## src/rtl/chess_countdown.sv

```systemverilog
// Two-player chess clock: per-player MM:SS countdown driven by a 1 Hz tick,
// with turn-end increment, pause/resume and time-out flagging.
module chess_countdown #(
    parameter int unsigned INIT_MIN = 5,
    parameter int unsigned INIT_SEC = 0,
    parameter int unsigned INC_SEC  = 0
) (
    input  logic       clkIn,
    input  logic       rst,
    input  logic       tick,
    input  logic       start,
    input  logic       pause,
    input  logic       btnA,
    input  logic       btnB,
    output logic [6:0] minA,
    output logic [6:0] minB,
    output logic [5:0] secA,
    output logic [5:0] secB,
    output logic       activeA,
    output logic       activeB,
    output logic       flagA,
    output logic       flagB,
    output logic       paused
);

    typedef enum logic [2:0] {IDLE, RUN_A, RUN_B, PAUSE, DONE} stateT;

    localparam logic [12:0] INIT_TIME = {7'(INIT_MIN), 6'(INIT_SEC)};
    localparam logic        INIT_ZERO = (INIT_MIN == 0) && (INIT_SEC == 0);

    stateT state;
    logic  sideIsB;

    // Time values are packed as {min[6:0], sec[5:0]}.
    function automatic logic [12:0] decTime(input logic [12:0] t);
        if (t[5:0] != 6'd0)
            return {t[12:6], t[5:0] - 6'd1};
        else if (t[12:6] != 7'd0)
            return {t[12:6] - 7'd1, 6'd59};
        else
            return '0;
    endfunction

    function automatic logic [12:0] addInc(input logic [12:0] t);
        logic [6:0] s;
        logic [7:0] m;
        s = {1'b0, t[5:0]} + 7'(INC_SEC);
        m = {1'b0, t[12:6]};
        if (s >= 7'd60) begin
            s = s - 7'd60;
            m = m + 8'd1;
        end
        if (m > 8'd99)
            return {7'd99, 6'd59};
        return {m[6:0], s[5:0]};
    endfunction

    logic [12:0] timeA, timeB;
    logic [12:0] decA, decB, decIncA, decIncB, incA, incB;

    assign timeA   = {minA, secA};
    assign timeB   = {minB, secB};
    assign decA    = decTime(timeA);
    assign decB    = decTime(timeB);
    assign decIncA = addInc(decA);
    assign decIncB = addInc(decB);
    assign incA    = addInc(timeA);
    assign incB    = addInc(timeB);

    always_ff @(posedge clkIn) begin
        if (rst) begin
            state        <= IDLE;
            sideIsB      <= 1'b0;
            {minA, secA} <= INIT_TIME;
            {minB, secB} <= INIT_TIME;
            activeA      <= 1'b0;
            activeB      <= 1'b0;
            flagA        <= 1'b0;
            flagB        <= 1'b0;
            paused       <= 1'b0;
        end else begin
            case (state)
                IDLE: begin
                    if (start) begin
                        if (INIT_ZERO) begin
                            state <= DONE;
                            flagA <= 1'b1;
                        end else begin
                            state   <= RUN_A;
                            activeA <= 1'b1;
                        end
                    end
                end
                RUN_A: begin
                    if (pause) begin
                        state   <= PAUSE;
                        sideIsB <= 1'b0;
                        activeA <= 1'b0;
                        paused  <= 1'b1;
                    end else if (tick) begin
                        // Time-out wins over a same-cycle button press.
                        if (decA == '0) begin
                            {minA, secA} <= decA;
                            state        <= DONE;
                            activeA      <= 1'b0;
                            flagA        <= 1'b1;
                        end else if (btnA) begin
                            {minA, secA} <= decIncA;
                            state        <= RUN_B;
                            activeA      <= 1'b0;
                            activeB      <= 1'b1;
                        end else begin
                            {minA, secA} <= decA;
                        end
                    end else if (btnA) begin
                        {minA, secA} <= incA;
                        state        <= RUN_B;
                        activeA      <= 1'b0;
                        activeB      <= 1'b1;
                    end
                end
                RUN_B: begin
                    if (pause) begin
                        state   <= PAUSE;
                        sideIsB <= 1'b1;
                        activeB <= 1'b0;
                        paused  <= 1'b1;
                    end else if (tick) begin
                        if (decB == '0) begin
                            {minB, secB} <= decB;
                            state        <= DONE;
                            activeB      <= 1'b0;
                            flagB        <= 1'b1;
                        end else if (btnB) begin
                            {minB, secB} <= decIncB;
                            state        <= RUN_A;
                            activeB      <= 1'b0;
                            activeA      <= 1'b1;
                        end else begin
                            {minB, secB} <= decB;
                        end
                    end else if (btnB) begin
                        {minB, secB} <= incB;
                        state        <= RUN_A;
                        activeB      <= 1'b0;
                        activeA      <= 1'b1;
                    end
                end
                PAUSE: begin
                    if (pause) begin
                        paused <= 1'b0;
                        if (sideIsB) begin
                            state   <= RUN_B;
                            activeB <= 1'b1;
                        end else begin
                            state   <= RUN_A;
                            activeA <= 1'b1;
                        end
                    end
                end
                DONE: begin
                    if (start) begin
                        state        <= IDLE;
                        {minA, secA} <= INIT_TIME;
                        {minB, secB} <= INIT_TIME;
                        flagA        <= 1'b0;
                        flagB        <= 1'b0;
                    end
                end
                default: state <= IDLE;
            endcase
        end
    end

endmodule

```

## config.mk

```make
export PLATFORM = sky130hd
export DESIGN_NAME = chess_countdown
export DESIGN_NICKNAME = d
export VERILOG_FILES = /design/src/rtl/chess_countdown.sv
export SDC_FILE = /design/constraint.sdc
export NUM_CORES = 1
export LEC_CHECK = 0
export CAP_MARGIN = 20
export CORE_MARGIN = 10
export CORE_UTILIZATION = 45
export DETAILED_ROUTE_END_ITERATION = 8
export PLACE_DENSITY = 0.76
export SLEW_MARGIN = 10
export SYNTH_ARGS = -nofsm -noshare
export SYNTH_HDL_FRONTEND = slang
export SYNTH_SLANG_ARGS = --single-unit
```

## constraint.sdc

```tcl
create_clock -name clkIn -period 3.5 [get_ports clkIn]
set_input_delay 0.525 -clock clkIn [delete_from_list [all_inputs] [get_ports clkIn]]
set_output_delay 0.525 -clock clkIn [all_outputs]
set_load 0.005 [all_outputs]
```

==> flow_summary.toml <==
[critical_path]
max_stage_delay_ns = 0.47
crit_family = "compound AO/OA/AOI/OAI gates"
crit_path_cell_trace = "inv_1 > ha_1 > or4_1 > a311o_1 > a211o_1 > xor2_1 > a211oi_2 > a21oi_2 > buf_4 > a211oi_1 > nor3_1"
cp.buffers_inverters = 2
cp_slowest_cell = "or4_1"
cp-start-kind = "register"
critPathRequiredTime_ns = 3.68
path_class = "register to register"
cp_max_fo = 7
endpoint_kind = "register"
worstPathArrival_ns = 3.51

[layout]
multiInputGateArea_um2 = 3480
fillers = 851
final_area_um2 = 5320
antennaDiodeCount = 0
final_cells = 800
layout.nets = 699
syn2layout_area_growth_pct = 22.0
utilization_pct = 57.0
drive_above_1_share_pct = 15.4
seqCellArea_um2 = 701

[power]
power_frac_seq_pct = 28.4
power_density_nw_per_um2 = 296
switching_share_pct = 40.2
comb_power_share_pct = 47.1
p_clk_share_pct = 24.5
irDropWorstVdd_mv = 0.204
p_switching_mw = 0.633
p_int_mw = 0.940
p_leak_nw = 1.96

[logic_synthesis]
synth_flop_cell = "dfxtp_1"
synth_nets = 647
ys_async_sr_fraction_pct = 0
synth_edf_count = 0
syn_area_per_cell_um2 = 7.05
synth_largest_area_cell = "dfxtp_1"
yosysSeqAreaShare_pct = 16.1
ys_types = 84
ys_warn_count = 0
syn-cell-area_um2 = 4360
synth.top_cell.area_share_pct = 16.1
synth.area.top_cells = "dfxtp_1 (16%), ha_1 (6.3%), nor2_1 (6.3%), a21oi_1 (4.6%), xnor2_1 (4.4%)"
syn_inst = 618
ys_ff_latch = 35

[grt]
grt_overflow = 0
antenna_found_initial = 0
grt_pass1_wl_mm = 23.1
grt_max_degree = 24
grt_pass1_vias = 4721
grtUsageTotal_pct = 19.0

[sta]
timing.final.crit_share_pct = 95.1
fin_ws_ns = 0.173
hold_viol_final = 0
relSlewSlack_pct = 57.1
fin_skew_ns = 0.00802
fmax_mhz = 301
setup_viol = 0
tns_ns = 0
worst_slew_pin_slew_ns = 0.639
layout_min_cycle_time_ns = 3.33
slew_viol_final = 0

[detailed_routing]
dr.pass1.iters = 5
postRouteAntennaNets = 0
finalWirelength_mm = 14.5
vias = 5032
drt_iter0_drc = 545
wire_per_inst_um = 18.1
route.detailed.drc = 0
vias_per_cell = 6.29

[placement]
dp.cells = 789
hpwl_mm = 10.9
dpl_cell_area_um2 = 5050
dp_slack_ns = 0.0838
gp_congestion = 1.03
port_buffers = 37

[floorplanning]
ios = 38
die_x_um = 118
initial_core_util_pct = 46.7
die_height_um = 118
core_area_um2 = 9330
dieArea_um2 = 14000
num_rows = 35

[clock_network]
cts_tree = "built"
htreeDepth = 2
root_buffer = "clkbuf_8"
path_clk_slew_ns = 0.08
numCtsBuffers = 5
ctsHoldBuffers = 0
cts_buffer_depth = 2
clock_latency_ns = 0.30
clock-sinks = 35

[hold_path]
hp-class = "register to register"

[run]
maxCapViolations = 0

[run_status]
status = "finished, final reports clean"
[power groups by stage]
stage / registers (mW) / clock network, mW / logic, mW
after global routing: 0.451 / 0.399 / 0.801
after floorplan: 0.450 / 0 / 0.475
after CTS: 0.445 / 0.387 / 0.689
final: 0.446 / 0.385 / 0.741
after detailed placement: 0.455 / 0 / 0.684
after global placement: 0.454 / 0 / 0.673
[through the flow]
stage,hold slack [ns],power [mW]
6_report,0.486,1.57
5_1_grt,0.528,1.65
4_1_cts,0.491,1.52
3_5_place_dp,0.457,1.14
3_3_place_gp,0.459,1.13
2_1_floorplan,0.464,0.925
[cells in the mapped netlist, types with 8 or more instances]
cell      number
nor4_1        12
dfxtp_1       35
inv_1         38
mux2i_1        8
o21ai_0       23
nor2_1        73
ha_1          22
a211oi_1      13
clkbuf_1      29
o21ai_1        8
nand4_1       11
or3_1         11
nand3_1       29
a21oi_1       40
nor3_1        23
o21a_1         8
xnor2_1       22
nand2b_1       9
and3_1         9
nand2_1       45
a31oi_1       12
[worst reg2reg max path, cell delays in order (launching register included)]
cell	delay [ns]
dfxtp_1	0.44
inv_1	0.10
ha_1	0.24
or4_1	0.47
a311o_1	0.44
a211o_1	0.42
xor2_1	0.21
a211oi_2	0.36
a21oi_2	0.10
buf_4	0.17
a211oi_1	0.19
nor3_1	0.08
[metal layers]
| layer | track usage [%] | routed length, um |
|---|---|---|
| met4 | 6.26 | 342 |
| met2 | 31.3 | 6680 |
| met5 | 0 | 0 |
| met1 | 24.8 | 6350 |
| met3 | 2.81 | 1120 |
[timing repair]
| item | in CTS | in global routing |
|---|---|---|
| gates resized for setup | 0 | 22 |
| buffers inserted | 0 | 3 |
| endpoints found under the setup margin | 0 | 29 |
[flip-flops by register name, indices dropped and copies added, names as in the netlist]
name / count
activeA: 1
activeB: 1
flagA: 1
flagB: 1
minA: 7
minB: 7
paused: 1
secA: 6
secB: 6
sideIsB: 1
state: 3
[path summary, 6_finish.rpt]
| path | slack [ns] | end | from | depth (start not counted) |
|---|---|---|---|---|
| max | 0.17 | minB[4] | secB[0] | 11 |
| max reg2reg | 0.17 | minB[4] | secB[0] | 11 |
| min reg2reg | 0.49 | activeB | activeB | 1 |
| min | 0.49 | activeB | activeB | 1 |
[kinds of logic after synthesis]
group                    after synthesis  synth area share, %
adder cells (fa/ha/maj)               22                 6.31
AO/OA/AOI/OAI                        180                 30.6
AND/OR/NAND/NOR                      265                 31.6
multiplexers                          10                 2.61
XOR/XNOR                              29                 5.83
flip-flops                            35                 16.1
buffers and inverters                 77                 7.00
[layout make-up]
class / count / area share [%]
clock inverters: 3 / 0.824
flip-flops and latches: 35 / 13.2
repair buffers: 83 / 13.5
clock buffers: 5 / 1.29
multi-input cells: 506 / 65.5
inverters: 39 / 2.75
well taps: 129 / 3.04
[cells in the final DEF, fill, tap and decap left out, types with 12 or more instances in the layout]
| master | count |
|---|---|
| xnor2_1 | 20 |
| nand2_1 | 45 |
| a21oi_1 | 39 |
| ha_1 | 21 |
| nand3_1 | 29 |
| a31oi_1 | 12 |
| o21ai_0 | 22 |
| nor3_1 | 22 |
| a211oi_1 | 12 |
| dfxtp_1 | 35 |
| clkdlybuf4s50_1 | 37 |
| inv_1 | 38 |
| buf_4 | 46 |
| nor2_1 | 72 |
(Power assumes the default switching activity.)
